$ cat src/rtl/mips_pkg.sv
// Shared MIPS encoding definitions: format codes, field positions,
// common opcodes and the bundle struct used by the encoder.
package mips_pkg;

  typedef enum logic [1:0] {
    FMT_R   = 2'b00,
    FMT_I   = 2'b01,
    FMT_J   = 2'b10,
    FMT_BAD = 2'b11
  } fmt_t;

  typedef enum logic [1:0] {
    S_IDLE = 2'd0,
    S_RUN  = 2'd1,
    S_DONE = 2'd2
  } state_t;

  localparam int OP_LSB  = 26;
  localparam int RS_LSB  = 21;
  localparam int RT_LSB  = 16;
  localparam int RD_LSB  = 11;
  localparam int SH_LSB  = 6;
  localparam int FN_LSB  = 0;
  localparam int IMM_LSB = 0;
  localparam int TGT_LSB = 0;

  localparam logic [5:0] OP_RTYPE = 6'd0;
  localparam logic [5:0] OP_ADDI  = 6'd8;
  localparam logic [5:0] OP_J     = 6'd2;
  localparam logic [5:0] FN_ADD   = 6'h20;

  localparam logic [31:0] NOP_WORD = 32'h0000_0000;

  typedef struct packed {
    logic [5:0]  opcode;
    logic [4:0]  rs;
    logic [4:0]  rt;
    logic [4:0]  rd;
    logic [4:0]  shamt;
    logic [5:0]  funct;
    logic [15:0] imm;
    logic [25:0] target;
  } fields_t;

endpackage

$ cat src/rtl/instruction_encoder_if.sv
// Field-bundle input and encoded-word output handshakes of the
// instruction encoder; master drives bundles, slave is the encoder.
interface instruction_encoder_if #(
  parameter int ADDR_WIDTH = 10
);

  logic                  in_valid;
  logic                  in_ready;
  logic                  in_last;
  logic [1:0]            fmt;
  logic [5:0]            opcode;
  logic [4:0]            rs;
  logic [4:0]            rt;
  logic [4:0]            rd;
  logic [4:0]            shamt;
  logic [5:0]            funct;
  logic [15:0]           imm;
  logic [25:0]           target;
  logic                  out_valid;
  logic                  out_ready;
  logic [31:0]           out_instr;
  logic [ADDR_WIDTH-1:0] out_addr;

  modport master (
    output in_valid, in_last, fmt, opcode,
    output rs, rt, rd, shamt, funct,
    output imm, target, out_ready,
    input  in_ready, out_valid,
    input  out_instr, out_addr
  );

  modport slave (
    input  in_valid, in_last, fmt, opcode,
    input  rs, rt, rd, shamt, funct,
    input  imm, target, out_ready,
    output in_ready, out_valid,
    output out_instr, out_addr
  );

endinterface

$ cat src/rtl/instruction_format_packer.sv
// Combinational R/I/J packer: fields + format -> 32-bit word.
// Illegal format yields the NOP word and raises illegal.
module instruction_format_packer
  import mips_pkg::*;
(
  input  fmt_t        fmt,
  input  fields_t     fields,
  output logic [31:0] word,
  output logic        illegal
);

  // pack the fields selected by the format
  always_comb begin
    word    = '0;
    illegal = 1'b0;
    unique case (1'b1)
      fmt == FMT_R: begin
        word[OP_LSB +: 6] = fields.opcode;
        word[RS_LSB +: 5] = fields.rs;
        word[RT_LSB +: 5] = fields.rt;
        word[RD_LSB +: 5] = fields.rd;
        word[SH_LSB +: 5] = fields.shamt;
        word[FN_LSB +: 6] = fields.funct;
      end
      fmt == FMT_I: begin
        word[OP_LSB +: 6]   = fields.opcode;
        word[RS_LSB +: 5]   = fields.rs;
        word[RT_LSB +: 5]   = fields.rt;
        word[IMM_LSB +: 16] = fields.imm;
      end
      fmt == FMT_J: begin
        word[OP_LSB +: 6]   = fields.opcode;
        word[TGT_LSB +: 26] = fields.target;
      end
      default: begin
        word    = NOP_WORD;
        illegal = 1'b1;
      end
    endcase
  end

endmodule

$ cat src/rtl/instruction_encoder.sv
// Streaming MIPS instruction encoder: accepts field bundles, emits
// packed words with sequential word addresses toward imem load logic.
module instruction_encoder
  import mips_pkg::*;
#(
  parameter int ADDR_WIDTH = 10,
  parameter int BASE_ADDR  = 0
) (
  input  logic                  clk,
  input  logic                  reset,
  input  logic                  start,
  instruction_encoder_if.slave  bus,
  output logic                  busy,
  output logic                  err,
  output logic                  full
);

  localparam logic [ADDR_WIDTH-1:0] BASE =
    ADDR_WIDTH'(BASE_ADDR);
  localparam logic [ADDR_WIDTH-1:0] LAST = '1;

  state_t                state;
  state_t                state_nxt;
  logic [ADDR_WIDTH-1:0] addr;
  fields_t               fields;
  logic [31:0]           word;
  logic                  illegal;
  logic                  accept;
  logic                  at_end;
  logic                  restart;

  assign fields = '{
    opcode: bus.opcode,
    rs:     bus.rs,
    rt:     bus.rt,
    rd:     bus.rd,
    shamt:  bus.shamt,
    funct:  bus.funct,
    imm:    bus.imm,
    target: bus.target
  };

  assign accept  = bus.in_valid && bus.in_ready;
  assign at_end  = addr == LAST;
  assign restart = start && (state != S_RUN);

  instruction_format_packer u_packer (
    .fmt     (fmt_t'(bus.fmt)),
    .fields  (fields),
    .word    (word),
    .illegal (illegal)
  );

  // state register
  always_ff @(posedge clk) begin
    if (reset) state <= S_IDLE;
    else       state <= state_nxt;
  end

  // next state: the last bundle or the top address ends the program
  always_comb begin
    state_nxt = state;
    unique case (state)
      S_IDLE: if (start) state_nxt = S_RUN;
      S_RUN:
        if (accept && (bus.in_last || at_end))
          state_nxt = S_DONE;
      S_DONE: if (start) state_nxt = S_RUN;
      default: state_nxt = S_IDLE;
    endcase
  end

  // outputs: in_ready follows out_ready combinationally
  always_comb begin
    busy         = state == S_RUN;
    bus.in_ready = (state == S_RUN) &&
                   (!bus.out_valid || bus.out_ready);
  end

  // address counter and sticky flags; counter holds at the top
  always_ff @(posedge clk) begin
    if (reset) begin
      addr <= BASE;
      err  <= 1'b0;
      full <= 1'b0;
    end else if (restart) begin
      addr <= BASE;
      err  <= 1'b0;
      full <= 1'b0;
    end else if (accept) begin
      if (illegal) err <= 1'b1;
      if (at_end) full <= 1'b1;
      else        addr <= addr + ADDR_WIDTH'(1);
    end
  end

  // output register: reload on accept, clear once consumed
  always_ff @(posedge clk) begin
    if (reset) begin
      bus.out_valid <= 1'b0;
      bus.out_instr <= '0;
      bus.out_addr  <= BASE;
    end else if (accept) begin
      bus.out_valid <= 1'b1;
      bus.out_instr <= word;
      bus.out_addr  <= addr;
    end else if (bus.out_valid && bus.out_ready) begin
      bus.out_valid <= 1'b0;
    end
  end

endmodule
$ cat src/flat_wrapper.sv
// flat-port wrapper written by rule: the top's interface ports become plain ports
module instruction_encoder_flat import mips_pkg::*;
#(
  parameter int ADDR_WIDTH = 10,
  parameter int BASE_ADDR  = 0
)
  (clk, reset, start, busy, err, full, bus_in_valid, bus_in_last, bus_fmt, bus_opcode, bus_rs, bus_rt, bus_rd, bus_shamt, bus_funct, bus_imm, bus_target, bus_out_ready, bus_in_ready, bus_out_valid, bus_out_instr, bus_out_addr);
  instruction_encoder_if #(.ADDR_WIDTH(ADDR_WIDTH)) bus_i ();
  input  logic clk;
  input  logic reset;
  input  logic start;
  output logic busy;
  output logic err;
  output logic full;
  input wire logic [$bits(bus_i.in_valid)-1:0] bus_in_valid;
  input wire logic [$bits(bus_i.in_last)-1:0] bus_in_last;
  input wire logic [$bits(bus_i.fmt)-1:0] bus_fmt;
  input wire logic [$bits(bus_i.opcode)-1:0] bus_opcode;
  input wire logic [$bits(bus_i.rs)-1:0] bus_rs;
  input wire logic [$bits(bus_i.rt)-1:0] bus_rt;
  input wire logic [$bits(bus_i.rd)-1:0] bus_rd;
  input wire logic [$bits(bus_i.shamt)-1:0] bus_shamt;
  input wire logic [$bits(bus_i.funct)-1:0] bus_funct;
  input wire logic [$bits(bus_i.imm)-1:0] bus_imm;
  input wire logic [$bits(bus_i.target)-1:0] bus_target;
  input wire logic [$bits(bus_i.out_ready)-1:0] bus_out_ready;
  output wire logic [$bits(bus_i.in_ready)-1:0] bus_in_ready;
  output wire logic [$bits(bus_i.out_valid)-1:0] bus_out_valid;
  output wire logic [$bits(bus_i.out_instr)-1:0] bus_out_instr;
  output wire logic [$bits(bus_i.out_addr)-1:0] bus_out_addr;
  assign bus_i.in_valid = bus_in_valid;
  assign bus_i.in_last = bus_in_last;
  assign bus_i.fmt = bus_fmt;
  assign bus_i.opcode = bus_opcode;
  assign bus_i.rs = bus_rs;
  assign bus_i.rt = bus_rt;
  assign bus_i.rd = bus_rd;
  assign bus_i.shamt = bus_shamt;
  assign bus_i.funct = bus_funct;
  assign bus_i.imm = bus_imm;
  assign bus_i.target = bus_target;
  assign bus_i.out_ready = bus_out_ready;
  assign bus_in_ready = bus_i.in_ready;
  assign bus_out_valid = bus_i.out_valid;
  assign bus_out_instr = bus_i.out_instr;
  assign bus_out_addr = bus_i.out_addr;
  instruction_encoder #(.ADDR_WIDTH(ADDR_WIDTH), .BASE_ADDR(BASE_ADDR)) u_core (.clk(clk), .reset(reset), .start(start), .bus(bus_i), .busy(busy), .err(err), .full(full));
endmodule
$ cat config.mk
export PLATFORM = sky130hd
export DESIGN_NAME = instruction_encoder_flat
export DESIGN_NICKNAME = d
export VERILOG_FILES = /design/src/rtl/mips_pkg.sv /design/src/rtl/instruction_encoder_if.sv /design/src/rtl/instruction_format_packer.sv /design/src/rtl/instruction_encoder.sv /design/src/flat_wrapper.sv
export SDC_FILE = /design/constraint.sdc
export NUM_CORES = 1
export LEC_CHECK = 0
export CORE_MARGIN = 2
export CORE_UTILIZATION = 40
export CTS_CLUSTER_SIZE = 28
export DETAILED_ROUTE_END_ITERATION = 8
export PLACE_DENSITY_LB_ADDON = 0.25
export SLEW_MARGIN = 20
export SYNTH_ARGS = -nofsm -noshare
export SYNTH_HDL_FRONTEND = slang
export SYNTH_SLANG_ARGS = --single-unit
$ cat constraint.sdc
create_clock -name clk -period 1.9 [get_ports clk]
set_input_delay 0.57 -clock clk [delete_from_list [all_inputs] [get_ports clk]]
set_output_delay 0.57 -clock clk [all_outputs]
set_load 0.02 [all_outputs]
==> metrics <==
outcome=finished clean; Layout Cells excl Fill=525; hold crit path type=reg2reg; Cells after DPL=between 500 and 600; post-DP HPWL=5430 um; PwrDens=between 700 and 800 mW/mm^2; min cycle time layout=around 1.9 ns; Synth Cell Area=approximately 0.0026 mm^2; WHS Endpoint=u_core.state[1]; I/O Pins=approximately 130; Total Neg Setup Slack=0 ns; EDFF count, synth=0; Max transition margin=0.556; Synth Flop Type=dfxtp_1; floorplan core area=about 0.0063 mm^2; worst skew pair latency=~0.34 ns; ANT cells=0; Num CTS Buffers=9; worst path cell trace=clkdlybuf4s50_1; Layout Utilization=0.675; CP Capture Type=primary output; number of port buffers=128; initial antenna violation count=0; setup ws final=0.0356 ns; Fmax achieved=536 MHz; critical path arrival=between 1 and 1.5 ns; post-CTS setup buffers=0; Initial Utilization=0.410; gp weighted congestion=between 0.8 and 0.9; class of the most critical setup path=reg2out; Worst Path Buf+Inv=1; Final period util=0.981; Crit. Startpoint=u_core.bus.out_instr[28]; R2R setup slack=around 0.13 ns; RR Endpoint=u_core.addr[2]; Setup Viol. Count Final=0; vias per inst=between 5 and 6; synth unique cells=37; post-synthesis register bit count=57; hold depth=2; Horiz. Die Dim=~84 um; average size of a mapped cell=between 8 and 9 um^2; # hold bufs at CTS=0; crit-path max cell delay=just over 0.6 ns; crit start category=flip-flop; clock-pin slew on the worst setup and hold paths=roughly 0.08 ns; drt drc=0; Die Y=between 80 and 90 um; share of post-route cells with drive strength above 1=0.0960; commonest cells after routing, fill and taps aside=clkdlybuf4s50_1, dfxtp_1, nor2_1; largest net degree at the start of global routing=36; std cell rows=29; clk sinks=57; Max rail drop VDD=around 0.56 mV; first-pass GRT wire length=roughly 12000 um; Ys Warns=0; initial DRC count=70; FFs w/ async S/R, synth=0; Setup WS pre-CTS=-0.470 ns; CTS H-tree depth=3; Worst Path Required=1.33 ns; Area after DPL=0.00398 mm^2; hold path startpoint=u_core.state[1]; GRT Overall Usage=0.211; Seq/Total Area, Yosys=0.444; drt total wl=about 7300 um; Synth Instances=between 300 and 400; TritonCTS clock tree=done; final hold slack=0.451 ns; final hold violation count=0; via count=2744; Slew Limit Fails=0; CP max FO=2; Clock Tree Root=clkbuf_8; Slew @ Worst Pin=roughly 0.66 ns; syn_nets=roughly 400; fin area=between 0.004 and 0.005 mm^2; most common cell after layout, fill and taps aside=clkdlybuf4s50_1; Worst path slowest cell=clkdlybuf4s50_1; leakage dissipation=roughly 1.7 nW; Reg2Reg Depth=6; post-route clock skew=~0.014 ns; DIE AREA=a little over 0.007 mm^2; CP top delay family=buffers and inverters; Final nets=~530; Overflow after GRT=0; RSZ-0062 raised after global routing=false; R2R Path Start=u_core.addr[0]; drt first pass iters=4; MaxCap Viol Count=0; per-cell routed wire length=~14 um; vias in the first global route=around 2600; # fillers=about 570; maximum clock path buffer count=2; total chip power=3.08 mW; area grow syn2layout=64.7%; post-route ant nets=0
==> how the worst max path moves through the flow <==
stage / depth (start not counted) / slack, ns / to
floorplan: 6 / 0.20 / u_core.bus.out_instr[0]
global placement: 4 / -0.43 / bus_in_ready
detailed placement: 4 / -0.47 / u_core.bus.out_instr[10]
CTS: 4 / -0.03 / bus_in_ready
global route: 1 / 0.0002 / bus_out_instr[18]
finish: 1 / 0.04 / bus_out_instr[28]
==> power breakdown <==
part / leakage [nW] / internal, mW / switching (mW)
Combinational: 1.19 / 0.321 / 0.268
Clock: 0.0995 / 0.736 / 0.481
Sequential: 0.463 / 1.24 / 0.0272
Total: 1.75 / 2.30 / 0.777
==> timing repair <==
action | CTS | global route
pin swaps | 0 | 1
resized for setup | 7 | 17
endpoints found under the setup margin | 28 | 17
==> cell families after synthesis <==
logic type / synth area share
and+or+nand+nor: 0.267
AOI/OAI and AO/OA: 0.174
DFF: 0.444
buffers and inverters: 0.0487
muxes: 0.0623
adders and majority gates: 0.00487
==> layout make-up <==
class | count | area, um^2 | share of cell area
Multi-Input combinational cell | 226 | 1320 | 0.312
Inverter | 4 | 16.3 | 0.00384
Clock inverter | 5 | 80.1 | 0.0189
Clock buffer | 11 | 131 | 0.0310
Timing Repair Buffer | 145 | 1450 | 0.342
Sequential cell | 57 | 1140 | 0.269
Tap cell | 77 | 96.3 | 0.0227
==> cell usage after synthesis, types with 8 or more instances <==
master,count,share of area
nor2_1,48,0.070
a211oi_1,16,0.047
dfxtp_1,57,0.44
clkbuf_1,17,0.025
a221oi_1,10,0.034
mux2i_1,16,0.062
nor3_1,28,0.054
a21oi_1,29,0.056
nand3_1,8,0.016
nand2_1,32,0.047
==> worst reg2reg max path: cells and delay by family, from the launching register on <==
family | cells | cell delay [ns]
AND/OR/NAND/NOR | 3 | 0.69
flip-flops | 1 | 0.43
buffers and inverters | 1 | 0.24
adder cells (fa/ha/maj) | 1 | 0.22
AO/OA/AOI/OAI | 1 | 0.06
==> routing by layer <==
layer,track usage,wire length [um],vias up
met3,0.0855,652,12
li1,-,-,1381
met4,0.0880,113,0
met2,0.348,3680,100
met5,0,0,-
met1,0.243,2890,1251
==> sequential cells by signal, indices dropped and copies added (netlist names) <==
register              count
u_core.addr              10
u_core.state              2
u_core.bus.out_addr      10
u_core.bus.out_instr     32
u_core.bus.out_valid      1
u_core.err                1
u_core.full               1
(Power assumes the default switching activity.)
